## src/rtl/toggle_bank.sv

```systemverilog
// toggle_bank: N_CH independent toggle channels. Each channel has its own
// run-time mode: manual toggle, free-running blink, retriggerable one-shot,
// or freeze. o_edge flags every change of o_toggle, whatever caused it.
module toggle_bank #(
  parameter int N_CH  = 4,
  parameter int CH_W  = 2,
  parameter int DIV_W = 16
) (
  input  logic              clk,
  input  logic              rstn,
  input  logic [N_CH-1:0]   toggle_en,
  input  logic              sync_clr,
  input  logic              cfg_we,
  input  logic [CH_W-1:0]   cfg_ch,
  input  logic [1:0]        cfg_mode,
  input  logic [DIV_W-1:0]  cfg_period,
  output logic [N_CH-1:0]   o_toggle,
  output logic [N_CH-1:0]   o_edge
);

  typedef enum logic [1:0] {
    MODE_MANUAL  = 2'd0,
    MODE_BLINK   = 2'd1,
    MODE_ONESHOT = 2'd2,
    MODE_FREEZE  = 2'd3
  } mode_e;

  // One extra bit so that N_CH == 2**CH_W still compares correctly.
  localparam logic [CH_W:0] NCH_V = (CH_W+1)'(N_CH);

  mode_e            mode_q   [N_CH];
  logic [DIV_W-1:0] per_q    [N_CH];
  logic [DIV_W-1:0] cnt_q    [N_CH];

  mode_e            mode_nxt [N_CH];
  logic [DIV_W-1:0] per_nxt  [N_CH];
  logic [DIV_W-1:0] cnt_nxt  [N_CH];
  logic [N_CH-1:0]  out_nxt;

  logic             wr_ok;

  // Writes addressed past the last channel are dropped entirely.
  assign wr_ok = cfg_we && ({1'b0, cfg_ch} < NCH_V);

  // Per-channel next state: sync_clr beats a config write, which beats the mode.
  always_comb begin
    for (int i = 0; i < N_CH; i++) begin
      mode_nxt[i] = mode_q[i];
      per_nxt[i]  = per_q[i];
      cnt_nxt[i]  = cnt_q[i];
      out_nxt[i]  = o_toggle[i];
      if (sync_clr) begin
        cnt_nxt[i] = '0;
        out_nxt[i] = 1'b0;
      end else if (wr_ok && (cfg_ch == CH_W'(i))) begin
        mode_nxt[i] = mode_e'(cfg_mode);
        per_nxt[i]  = cfg_period;
        cnt_nxt[i]  = '0;
        out_nxt[i]  = 1'b0;
      end else begin
        case (mode_q[i])
          MODE_MANUAL: begin
            if (toggle_en[i]) out_nxt[i] = ~o_toggle[i];
          end
          MODE_BLINK: begin
            // Counting 0..P gives a half-period of P+1 cycles.
            if (cnt_q[i] == per_q[i]) begin
              out_nxt[i] = ~o_toggle[i];
              cnt_nxt[i] = '0;
            end else begin
              cnt_nxt[i] = cnt_q[i] + 1'b1;
            end
          end
          MODE_ONESHOT: begin
            // A trigger always wins, so a retrigger on the final cycle
            // extends the pulse instead of letting it drop.
            if (toggle_en[i]) begin
              out_nxt[i] = 1'b1;
              cnt_nxt[i] = '0;
            end else if (o_toggle[i] && (cnt_q[i] == per_q[i])) begin
              out_nxt[i] = 1'b0;
            end else if (o_toggle[i]) begin
              cnt_nxt[i] = cnt_q[i] + 1'b1;
            end
          end
          default: begin
            // Freeze: hold output and counter.
          end
        endcase
      end
    end
  end

  // State and output registers; o_edge compares next against current output.
  always_ff @(posedge clk or negedge rstn) begin
    if (!rstn) begin
      for (int i = 0; i < N_CH; i++) begin
        mode_q[i] <= MODE_MANUAL;
        per_q[i]  <= '0;
        cnt_q[i]  <= '0;
      end
      o_toggle <= '0;
      o_edge   <= '0;
    end else begin
      for (int i = 0; i < N_CH; i++) begin
        mode_q[i] <= mode_nxt[i];
        per_q[i]  <= per_nxt[i];
        cnt_q[i]  <= cnt_nxt[i];
      end
      o_toggle <= out_nxt;
      o_edge   <= out_nxt ^ o_toggle;
    end
  end

endmodule

```

## config.mk

```make
export PLATFORM = sky130hd
export DESIGN_NAME = toggle_bank
export DESIGN_NICKNAME = d
export VERILOG_FILES = /design/src/rtl/toggle_bank.sv
export SDC_FILE = /design/constraint.sdc
export NUM_CORES = 1
export LEC_CHECK = 0
export ABC_CLOCK_PERIOD_IN_PS = 3700
export CORE_ASPECT_RATIO = 1.2
export CORE_MARGIN = 3
export CORE_UTILIZATION = 55
export CTS_BUF_LIST = sky130_fd_sc_hd__clkbuf_4
export CTS_CLUSTER_SIZE = 16
export DETAILED_ROUTE_END_ITERATION = 7
export PLACE_DENSITY = 0.74
export SETUP_SLACK_MARGIN = 0.05
export SYNTH_ARGS = -nofsm -noshare
export SYNTH_HDL_FRONTEND = slang
export SYNTH_SLANG_ARGS = --single-unit
```

## constraint.sdc

```tcl
create_clock -name clk -period 3.7 [get_ports clk]
set_input_delay 0.555 -clock clk [delete_from_list [all_inputs] [get_ports clk]]
set_output_delay 0.555 -clock clk [all_outputs]
set_load 0.05 [all_outputs]
```

==> Flow_metrics.wiki <==
{| class="wikitable"
! Metric !! Value
|-
| Part of the Yosys area used for sequential elements || between 40% and 50%
|-
| Flop and latch count out of synthesis || 144
|-
| # H-tree levels || 4
|-
| Post-Place Setup Slack || 0.763 ns
|-
| Internal power consumption || 2.58 mW
|-
| Number of max-capacitance violations reported || 0
|-
| Combinational cell fraction of total power || between 20 and 30%
|-
| Switching portion of total power || 34.6%
|-
| Required time at the endpoint of the critical path || 4.12 ns
|-
| Count of input and output buffers || 35
|-
| Placement-stage cell area || 8270 um2
|-
| Area added between synthesis and finish || 9.84%
|-
| TritonCTS clock tree || done
|-
| Arrival time reported for the critical path endpoint || about 3.4 ns
|-
| Kind of start point of the critical path || flip-flop
|-
| Setup Crit Path Kind || flip-flop to flip-flop
|-
| Net Sw Power || 1.36 mW
|-
| GPL Wtd Cong || 0.872
|-
| Clk network pwr share || between 20% and 30%
|-
| Skew-Pair Late Insertion Delay || approximately 0.56 ns
|-
| Peak ir drop on the vdd network || between 0.2 and 0.25 mV
|-
| Maximum net fanout on the critical path || 21
|-
| Length of the first detailed-routing pass in iterations || 5
|-
| Fin Clk Skew || 0.0161 ns
|-
| Die height || 136 um
|-
| Number of global-route vias before repair || roughly 5.6k
|-
| Total congestion overflow after global routing || 0
|-
| Final max-slew violation count || 0
|-
| Setup repair bufs after CTS || 0
|-
| Detailed-route vias per instance || 5.91
|-
| Initial Util || 57.4%
|-
| Slew at the pin closest to its max-slew limit || 0.951 ns
|-
| Hold/Removal Path Class || input port to asynchronous set/reset pin
|-
| Min cycle time layout || 3.00 ns
|-
| Final hold violations || 0
|-
| Share of the core filled with cells || 63.1%
|-
| Area of the die || 15600 um2
|-
| Setup-violating endpoint count in the final report || 0
|-
| Maximum cell stage delay along the critical path || 0.70 ns
|-
| Result of the run || finished, final reports clean
|-
| Final wirelength || 17.3 mm
|-
| CTS root buffer || sky130_fd_sc_hd__clkbuf_4
|-
| Area of all placed cells without fillers || 8530 um2
|-
| Gate count of the mapped netlist || 731
|-
| Kind of end point of the critical path || flip-flop
|-
| First-pass GRT wire length || 28.7 mm
|-
| Netlist cell types || 63
|-
| Post-synth top area share || 46.4%
|-
| DRC || 0
|-
| TritonCTS Buffers || 17
|-
| Horiz. Die Dim || 114 um
|-
| Warnings from Yosys || 0
|-
| Fraction of layout cells with a size suffix above 1 || 17.8%
|-
| Clock-pin slew on the worst setup and hold paths || 0.13 ns
|-
| RSZ-0062 raised after global routing || no
|-
| Critical-path cell with the highest stage delay || sky130_fd_sc_hd__a21oi_2
|-
| Worst Reg-to-Reg Cells || 11
|-
| Syn Std Cell Area || 7770 um2
|-
| Sum of negative setup slack || 0 ns
|-
| Largest net degree at the start of global routing || slightly below 100
|-
| Number of nets in the layout || between 800 and 900
|-
| Leakage component of the power || between 3 and 4 nW
|-
| Antenna Violating Nets Remaining || 0
|-
| Count of hold buffers inserted by post-cts repair || 0
|-
| Slack of the critical path || about 0.70 ns
|-
| Routed via count || 5618
|-
| GRT Resource Usage Total || 23.6%
|-
| Pwr/cell area || ~460 nW/um2
|-
| Largest buffer count on any clock path || 2
|-
| Sequential cell fraction of total power || between 50% and 60%
|-
| Maximum operating frequency || about 330 MHz
|-
| Worst hold margin || 0.0636 ns
|-
| Worst rel slew slack || between 30% and 40%
|-
| Synthesized area divided by synthesized cell count || 10.6 um2
|-
| Dominant cells by area after synthesis || sky130_fd_sc_hd__dfrtp_1, sky130_fd_sc_hd__mux2_2, sky130_fd_sc_hd__xor2_1, sky130_fd_sc_hd__ha_1, sky130_fd_sc_hd__nand2_1
|-
| HPWL after detailed placement || 12.2 mm
|-
| Core region area || 13500 um2
|-
| Row count || 46
|-
| Num ports || 36
|-
| Total number of clock tree sinks || 144
|-
| Syn_nets || 787
|-
| Biggest area consumer among synthesized cells || sky130_fd_sc_hd__dfrtp_1
|-
| Initial antenna violation count || 1
|-
| WL/cell || 18.2 um
|-
| Ratio of final minimum period to clock period || 81.1%
|-
| Worst-path cell chain || xor2_1, nor4_1, nand4_1, inv_1, ha_1, o211ai_1, a21oi_2, buf_4, nor2_1, mux2i_1, o21ai_0
|-
| Initial DRC Count || 392
|-
| Count of instances resized after the clock tree is built || 0
|}
[cell usage after synthesis, drive strengths merged]
cell and n:
o311ai 7, nor4 18, a2111oi 1, o21ai 38
nand4b 1, a21oi 15, nor2 39, dfrtp 144
o31ai 3, o21bai 6, nand3 30, nor3 21
a21o 7, mux2i 2, o211ai 3, xnor2 25
mux2 70, nand2 74, or3 2, o22ai 1
a211o 3, and4 2, a22o 14, buf 8
nand2b 7, clkbuf 13, nand4 13, o41a 1
a21boi 3, a31oi 5, ha 28, inv 28
nor2b 7, xor2 60, or2 3, nor4bb 1
a221o 1, nor3b 1, and3 15, o2bb2ai 4
or4 3, and2 4
[kinds of logic after synthesis]
kind of cell             count (synthesis)  share of synthesized area, %
AND/OR/NAND/NOR                        241                          15.7
flip-flops                             144                          46.4
AO/OA/AOI/OAI                          112                          10.4
XOR/XNOR                                85                          9.68
multiplexers                            72                          10.4
buffers and inverters                   49                          2.90
adder cells (fa/ha/maj)                 28                          4.51
[critical path, delay by kind of cell, from the launching register on]
family                     cells  cell delay (ns)
adders and majority gates      1             0.14
xor gates and xnor gates       1             0.16
DFF                            1             0.47
muxes                          1             0.13
buffers and inverters          2             0.37
AOI/OAI and AO/OA              3             0.91
and+or+nand+nor                3             0.68
[power groups by stage]
| stage | clock, mW | sequential, mW | combinational (mW) |
|---|---|---|---|
| 3_5_place_dp | 0 | 2.04 | 0.989 |
| 3_3_place_gp | 0 | 2.03 | 0.949 |
| 6_report | 0.939 | 2.01 | 0.992 |
| 4_1_cts | 0.958 | 2.01 | 0.996 |
| 5_1_grt | 1.03 | 2.04 | 1.09 |
| 2_1_floorplan | 0 | 2.07 | 0.639 |
[flip-flops by register name, summed over array words and instances (netlist names)]
register and cells:
cnt_q 64, per_q 64, mode_q 8, o_edge 4, o_toggle 4
[per-stage QoR]
step,instances,power [mW]
final,951,3.94
after global routing,951,4.16
after CTS,950,3.96
after global placement,918,2.98
after floorplan,731,2.71
after detailed placement,918,3.03
[cell type report]
type	count	area, um2
fillers	1113	4990
multi-input cells	538	3950
flip-flops and latches	144	3600
repair buffers	40	402
well taps	168	210
clock buffers	18	135
clock inverters	14	120
inverters	28	105
diodes	1	2.50
[placed cells by master (no fill, tap or decap), types with 3 or more instances in the layout]
| cell type | count |
|---|---|
| sky130_fd_sc_hd__dfrtp_1 | 144 |
| sky130_fd_sc_hd__nand2_1 | 72 |
| sky130_fd_sc_hd__mux2_2 | 70 |
| sky130_fd_sc_hd__xor2_1 | 59 |
| sky130_fd_sc_hd__nor2_1 | 36 |
| sky130_fd_sc_hd__o21ai_0 | 34 |
| sky130_fd_sc_hd__clkdlybuf4s50_1 | 34 |
| sky130_fd_sc_hd__nand3_1 | 29 |
| sky130_fd_sc_hd__ha_1 | 28 |
| sky130_fd_sc_hd__inv_1 | 25 |
| sky130_fd_sc_hd__xnor2_1 | 25 |
| sky130_fd_sc_hd__nor3_1 | 19 |
| sky130_fd_sc_hd__clkbuf_4 | 18 |
| sky130_fd_sc_hd__nor4_1 | 16 |
| sky130_fd_sc_hd__and3_1 | 15 |
| sky130_fd_sc_hd__a22o_1 | 14 |
| sky130_fd_sc_hd__nand4_1 | 12 |
| sky130_fd_sc_hd__a21oi_1 | 11 |
| sky130_fd_sc_hd__a21o_1 | 7 |
| sky130_fd_sc_hd__nand2b_1 | 7 |
| sky130_fd_sc_hd__o311ai_1 | 7 |
| sky130_fd_sc_hd__clkinvlp_4 | 7 |
| sky130_fd_sc_hd__o21bai_1 | 6 |
| sky130_fd_sc_hd__nor2b_1 | 6 |
| sky130_fd_sc_hd__a31oi_1 | 4 |
| sky130_fd_sc_hd__and2_1 | 4 |
| sky130_fd_sc_hd__o2bb2ai_1 | 4 |
| sky130_fd_sc_hd__clkinv_2 | 4 |
| sky130_fd_sc_hd__buf_4 | 4 |
| sky130_fd_sc_hd__inv_2 | 3 |
| sky130_fd_sc_hd__a21oi_2 | 3 |
| sky130_fd_sc_hd__o31ai_1 | 3 |
| sky130_fd_sc_hd__or2_2 | 3 |
| sky130_fd_sc_hd__a211o_1 | 3 |
| sky130_fd_sc_hd__or4_1 | 3 |
[metal layers]
| metal | wire [um] | vias to the layer above | global-route usage (%) |
|---|---|---|---|
| met5 | 0 | - | 0 |
| met4 | 386 | 0 | 9.24 |
| met3 | 556 | 36 | 4.14 |
| met2 | 8490 | 123 | 38.1 |
| met1 | 7830 | 2803 | 31.8 |
| li1 | - | 2656 | - |
[path summary, 6_finish.rpt]
| check | startpoint | endpoint | slack, ns |
|---|---|---|---|
| min | rstn | cnt_q[11] | 0.06 |
| min reg2reg | per_q[33] | per_q[33] | 0.54 |
| max in group asynchronous | rstn | cnt_q[60] | 2.84 |
| max | cnt_q[48] | cnt_q[56] | 0.70 |
| min in group clk | per_q[33] | per_q[33] | 0.54 |
| max reg2reg | cnt_q[48] | cnt_q[56] | 0.70 |
Note: power is estimated with default switching activity, not from simulation.
